<file path="src/rtl/digit_scan_driver.sv">
// digit_scan_driver: converts a binary value to packed BCD with a sequential
// shift-add-3 engine and time-multiplexes the digits onto one shared digit
// code bus with matching active-low anodes.
// Latency: load sampled at cycle N -> done at N+VALUE_W+2, digits shown from N+VALUE_W+3.
// Backpressure: loads arriving while a conversion is in flight are dropped.
// Ports:
//   clk, rst_n          clock, async active-low reset
//   value, load         binary value and one-cycle convert request
//   blank_lz            blank leading zeros (digit 0 is never blanked)
//   digit_code, anode   registered digit code (0-9 or 4'hF blank) and one-hot-low anode
//   busy, done          conversion in progress, one-cycle pulse when new digits are committed
//   overflow            last loaded value did not fit in NUM_DIGITS decimal digits
module digit_scan_driver #(
  parameter int NUM_DIGITS  = 4,
  parameter int VALUE_W     = 14,
  parameter int REFRESH_DIV = 50000
) (
  input  logic                  clk,
  input  logic                  rst_n,
  input  logic [VALUE_W-1:0]    value,
  input  logic                  load,
  input  logic                  blank_lz,
  output logic [3:0]            digit_code,
  output logic [NUM_DIGITS-1:0] anode,
  output logic                  busy,
  output logic                  done,
  output logic                  overflow
);

  localparam int BCD_W = 4 * NUM_DIGITS;
  localparam int CNT_W = (REFRESH_DIV > 1) ? $clog2(REFRESH_DIV) : 1;
  localparam int IDX_W = (NUM_DIGITS > 1) ? $clog2(NUM_DIGITS) : 1;
  localparam int BIT_W = (VALUE_W > 1) ? $clog2(VALUE_W) : 1;

  localparam logic [VALUE_W-1:0]    MAX_VAL   = VALUE_W'(10**NUM_DIGITS - 1);
  localparam logic [CNT_W-1:0]      CNT_LAST  = CNT_W'(REFRESH_DIV - 1);
  localparam logic [IDX_W-1:0]      IDX_LAST  = IDX_W'(NUM_DIGITS - 1);
  localparam logic [BIT_W-1:0]      BIT_LAST  = BIT_W'(VALUE_W - 1);
  localparam logic [NUM_DIGITS-1:0] ANODE_RST = ~NUM_DIGITS'(1);

  typedef enum logic [1:0] {
    IDLE   = 2'd0,
    SHIFT  = 2'd1,
    COMMIT = 2'd2
  } state_e;

  state_e                  state_q, state_d;
  logic [VALUE_W-1:0]      shift_q, shift_d;
  logic [BCD_W-1:0]        work_q, work_d, work_adj;
  logic [BCD_W-1:0]        disp_q, disp_d;
  logic [BIT_W-1:0]        bit_q, bit_d;
  logic                    ovf_pend_q, ovf_pend_d;
  logic                    overflow_q, overflow_d;
  logic                    done_q, done_d;

  logic [CNT_W-1:0]        cnt_q, cnt_d;
  logic [IDX_W-1:0]        idx_q, idx_d;
  logic [3:0]              code_q, code_d;
  logic [NUM_DIGITS-1:0]   anode_q, anode_d;
  logic [NUM_DIGITS-1:0]   lead_zero;
  logic                    higher_zero;

  // Add-3 correction: any nibble >= 5 would exceed 9 after the doubling shift.
  always_comb begin
    work_adj = work_q;
    for (int i = 0; i < NUM_DIGITS; i++) begin
      if (work_q[4*i +: 4] >= 4'd5) begin
        work_adj[4*i +: 4] = work_q[4*i +: 4] + 4'd3;
      end
    end
  end

  // Conversion FSM
  always_comb begin
    state_d    = state_q;
    shift_d    = shift_q;
    work_d     = work_q;
    bit_d      = bit_q;
    ovf_pend_d = ovf_pend_q;
    disp_d     = disp_q;
    overflow_d = overflow_q;
    done_d     = 1'b0;
    unique case (state_q)
      IDLE: begin
        if (load) begin
          shift_d    = value;
          work_d     = '0;
          bit_d      = BIT_LAST;
          // Out-of-range is decided up front; the top digit of the work
          // register is allowed to wrap since the result is replaced anyway.
          ovf_pend_d = (value > MAX_VAL);
          state_d    = SHIFT;
        end
      end
      SHIFT: begin
        work_d  = (work_adj << 1) | BCD_W'(shift_q[VALUE_W-1]);
        shift_d = shift_q << 1;
        if (bit_q == '0) begin
          state_d = COMMIT;
        end else begin
          bit_d = bit_q - 1'b1;
        end
      end
      COMMIT: begin
        disp_d     = ovf_pend_q ? {NUM_DIGITS{4'h9}} : work_q;
        overflow_d = ovf_pend_q;
        done_d     = 1'b1;
        state_d    = IDLE;
      end
      default: state_d = IDLE;
    endcase
  end

  // Scan: free-running refresh divider, index advance and digit selection.
  // The output register is loaded from the next index so anode always
  // matches idx_q and digit_code/anode change on the same edge.
  always_comb begin
    cnt_d = cnt_q + 1'b1;
    idx_d = idx_q;
    if (cnt_q == CNT_LAST) begin
      cnt_d = '0;
      idx_d = (idx_q == IDX_LAST) ? '0 : idx_q + 1'b1;
    end

    // lead_zero[i]: digit i and every digit above it are zero.
    higher_zero = 1'b1;
    lead_zero   = '0;
    for (int i = NUM_DIGITS - 1; i >= 0; i--) begin
      higher_zero  = higher_zero & (disp_q[4*i +: 4] == 4'h0);
      lead_zero[i] = higher_zero;
    end

    code_d  = 4'h0;
    anode_d = '1;
    for (int i = 0; i < NUM_DIGITS; i++) begin
      if (idx_d == IDX_W'(i)) begin
        code_d     = (blank_lz && (i != 0) && lead_zero[i]) ? 4'hF : disp_q[4*i +: 4];
        anode_d[i] = 1'b0;
      end
    end
  end

  always_ff @(posedge clk or negedge rst_n) begin
    if (!rst_n) begin
      state_q    <= IDLE;
      shift_q    <= '0;
      work_q     <= '0;
      bit_q      <= '0;
      ovf_pend_q <= 1'b0;
      disp_q     <= '0;
      overflow_q <= 1'b0;
      done_q     <= 1'b0;
      cnt_q      <= '0;
      idx_q      <= '0;
      code_q     <= 4'h0;
      anode_q    <= ANODE_RST;
    end else begin
      state_q    <= state_d;
      shift_q    <= shift_d;
      work_q     <= work_d;
      bit_q      <= bit_d;
      ovf_pend_q <= ovf_pend_d;
      disp_q     <= disp_d;
      overflow_q <= overflow_d;
      done_q     <= done_d;
      cnt_q      <= cnt_d;
      idx_q      <= idx_d;
      code_q     <= code_d;
      anode_q    <= anode_d;
    end
  end

  assign digit_code = code_q;
  assign anode      = anode_q;
  assign busy       = (state_q == SHIFT);
  assign done       = done_q;
  assign overflow   = overflow_q;

endmodule

</file>
<file path="config.mk">
export PLATFORM = sky130hd
export DESIGN_NAME = digit_scan_driver
export DESIGN_NICKNAME = d
export VERILOG_FILES = /design/src/rtl/digit_scan_driver.sv
export SDC_FILE = /design/constraint.sdc
export NUM_CORES = 1
export LEC_CHECK = 0
export ABC_CLOCK_PERIOD_IN_PS = 2500
export CAP_MARGIN = 10
export CORE_ASPECT_RATIO = 1.25
export CORE_MARGIN = 1.5
export CORE_UTILIZATION = 60
export CTS_BUF_LIST = sky130_fd_sc_hd__clkbuf_4
export DETAILED_ROUTE_END_ITERATION = 12
export PLACE_DENSITY = 0.79
export SYNTH_ARGS = -nofsm -noshare
export SYNTH_HDL_FRONTEND = slang
export SYNTH_SLANG_ARGS = --single-unit
</file>
<file path="constraint.sdc">
create_clock -name clk -period 2.5 [get_ports clk]
set_input_delay 0.375 -clock clk [delete_from_list [all_inputs] [get_ports clk]]
set_output_delay 0.375 -clock clk [all_outputs]
set_load 0.02 [all_outputs]
</file>
==> flow_metrics.py <==
metrics = {
    "pwr": {
        "cellLeakagePower_nw": 2.02,
        "max-vdd-ir-drop_mv": 0.832,
        "powerDensity_mw_per_mm2": 1020,
        "power_mw": 4.42,
    },
    "layout": {
        "areaGrowthSynthToFinish_pct": 14.5,
        "nets": 432,
        "final_core_utilization_pct": 70.7,
        "antennaDiodeCount": 0,
        "drive_above_1_share_pct": 10.0,
    },
    "floorplan": {
        "core.rowCount": 32,
        "placeableCoreArea_mm2": 0.00613,
        "top_level_ports": 29,
        "overall_die_width_um": 74.0,
        "chip_height_um": 91.8,
        "initial_utilization_pct": 61.8,
        "die-area_mm2": 0.00680,
    },
    "synth": {
        "synthesis.area_mm2": 0.00378,
        "synth_fp_nets": 400,
        "synth_flop_cell": "dfrtp_1",
        "yosys.area_share.simple_pct": 17.0,
        "synth_fa_ha_area_share_pct": 3.64,
        "post_synth_inst_count": 371,
        "synth_warnings": 0,
        "synthMuxAreaShare_pct": 5.82,
        "postSynth.asyncResetShare_pct": 100,
        "synth.ff_latch_count": 81,
        "synth_top_family_by_area": "simple AND/OR/NAND/NOR gates",
        "area_fraction_in_compound_gates_after_synthesis_pct": 11.2,
        "synth.distinct_cells": 42,
        "synth_xor_xnor_area_share_pct": 4.86,
        "synth_enable_flop_cells": 0,
        "mean_cell_area_of_the_mapped_netlist_um2": 10.2,
        "synth.yosys.seq_area_share_pct": 53.7,
    },
    "clock_network": {
        "cts_buffer_depth": 2,
        "clkTransAtPathRegs_ns": 0.13,
        "postCtsSetupRepairBufs": 0,
        "tritoncts": "done",
        "cts_hold_fix_bufs": 1,
        "h-tree-depth": 3,
        "clock_root_cell": "clkbuf_4",
        "clkSinkCount": 81,
        "cts-buffers-inserted": 9,
        "cts_resized": 0,
        "clkLatencyLatePin_ns": 0.43,
    },
    "sta": {
        "tns_ns": 0,
        "finalHoldViolations": 0,
        "rsz_0062_raised_after_global_routing": "no",
        "worst_margin_slew_ns": 0.838,
        "timing_max_transition_violations_final": 0,
        "min_period_ns": 2.18,
        "max_freq_mhz": 459,
        "max_slew_margin_pct": 44.1,
        "fin_worst_skew_ns": 0.0116,
        "setup_ws_ns": 0.323,
        "timing.final.setup_violations": 0,
        "period_share_pct": 87.1,
    },
    "route": {
        "wl_per_cell_um": 13.5,
        "dr.first_iter.drc_count": 128,
        "ant_nets": 0,
        "vias_post_dr": 2715,
        "routed_wirelength_mm": 6.68,
        "remaining_drc_errors": 0,
        "drt_pass1_iterations": 5,
        "drt-vias-per-instance": 5.51,
    },
    "placed_design": {
        "place_hpwl_mm": 4.74,
        "pre_cts_slack_ns": 0.362,
        "gp_routability_congestion": 0.880,
        "place.port_buffers": 28,
    },
    "setup_path": {
        "critPathMaxFanout": 12,
        "worst-endpoint-arrival_ns": 2.49,
        "crit_path_start_kind": "flop",
        "worstPathRequired_ns": 2.81,
        "type_of_the_worst_setup_path": "flop to flop",
        "crit_path_end_kind": "flop",
    },
    "global_route": {
        "globalRouteMet3Util_pct": 3.85,
        "grt_busiest_layer": "met2",
        "grt_util_all_layers_pct": 22.9,
        "wire_length_of_the_first_global_routing_pass_mm": 11.9,
        "maximum_number_of_pins_on_one_net_before_global_route_repair": 53,
        "met2_usage_pct": 35.4,
        "antenna_found_initial": 0,
        "groute.layer.met1.usage_pct": 29.7,
        "gr-total-overflow": 0,
        "grt_pass1_vias": 2717,
    },
    "outcome": {
        "status": "completed",
    },
    "run": {
        "cap_viol_max_count": 0,
    },
    "min_path": {
        "holdCritPathClass": "flop to flop",
    },
}
==> sequential cells by signal, summed over array words and instances, names as in the netlist, 2 cells and up <==
register    flops
anode           4
digit_code      4
state_q         2
cnt_q          16
work_q         16
disp_q         16
shift_q        14
idx_q           2
bit_q           4
==> synth_stat cells, types with 2 or more instances <==
library cell,count,area share (%)
o21ai_0,39,5.2
nor2_1,21,2.1
clkbuf_1,10,0.99
mux2i_1,18,4.8
nor4_1,6,0.99
nand2_1,51,5.1
dfstp_2,3,2.1
a222oi_1,4,1.1
nor3_1,11,1.5
xor2_1,11,2.5
ha_1,11,3.6
nand3b_1,2,0.40
a22o_1,5,1.2
inv_2,2,0.20
and3_1,3,0.50
or2_2,4,0.66
xnor2_1,10,2.3
inv_1,19,1.9
dfrtp_1,78,52
nand3_1,15,2.0
a31oi_1,2,0.33
o31ai_1,8,1.6
nor4bb_1,2,0.53
nor2b_1,2,0.33
a21oi_1,10,1.3
nand2b_1,8,1.3
==> placed cells by master, fill, tap and decap left out, types with 2 or more instances in the layout <==
master,synthesis,layout
mux2i_1,18,18
a31oi_1,2,2
a21oi_1,10,10
nor2_1,21,21
a22o_1,5,5
xor2_1,11,11
clkinv_2,0,3
nor4_1,6,6
clkbuf_4,0,10
ha_1,11,11
inv_1,19,19
bufinv_16,0,2
buf_4,1,6
nand2b_1,8,8
nor4bb_1,2,2
inv_2,2,2
clkdlybuf4s50_1,0,27
nor2b_1,2,2
o21ai_0,39,39
dfstp_2,3,3
xnor2_1,10,10
nand3b_1,2,2
nand2_1,51,51
a222oi_1,4,4
nand3_1,15,15
o31ai_1,8,8
dfrtp_1,78,78
and3_1,3,3
or2_2,4,4
nor3_1,11,11
==> stage by stage <==
stage / cell area [um^2] / hold slack, ns / cells
after global routing: 4330 / 0.502 / 493
after floorplan: 3780 / 0.0794 / 371
after detailed placement: 4170 / 0.445 / 476
final: 4330 / 0.477 / 493
after global placement: 4170 / 0.442 / 476
after CTS: 4330 / 0.484 / 493
==> worst paths after layout <==
kind                       cells past startpoint       from            end  slack, ns
max                                            5  cnt_q[12]  digit_code[2]       0.32
min                                            1   cnt_q[0]       cnt_q[0]       0.48
max reg2reg                                    5  cnt_q[12]  digit_code[2]       0.32
min reg2reg                                    1   cnt_q[0]       cnt_q[0]       0.48
max in group asynchronous                      3      rst_n     state_q[0]       1.41
min in group asynchronous                      2      rst_n           done       0.50
==> critical path, cell delays in order, from the launching register on <==
cell and delay (ns):
dfrtp_1 0.45, nor4bb_1 0.32, and4_4 0.38, mux2_4 0.38, and3b_4 0.21, a222oi_1 0.33
==> report_power, final <==
group / leakage [nW] / internal [mW] / switching (mW) / total [mW]
clock network: 0.0862 / 0.412 / 0.437 / 0.849
logic: 0.908 / 0.688 / 0.820 / 1.51
registers: 1.02 / 1.72 / 0.339 / 2.06
==> cell type report <==
cell class                 instances  area, um^2
inverter                          21        78.8
tap                               85         106
clock buffer                      10        75.1
clock inverter                     6        82.6
multi-input combinational        255        1610
fill                             466        1790
sequential                        81        2030
timing repair buffer              35         345
==> layer usage <==
layer	share of wire, %	vias up
met1	45	1293
met5	0	-
met3	3.3	20
met2	49	57
met4	2.3	0
li1	-	1345
==> kinds of logic (layout without fill, tap and decap cells) <==
kind of cell / Yosys count / after routing
simple gates: 131 / 131
flops: 81 / 81
compound gates: 71 / 71
buf+inv: 35 / 72
xor+xnor: 21 / 21
mux: 21 / 21
fa+ha+maj: 11 / 11
(Power assumes the default switching activity.)
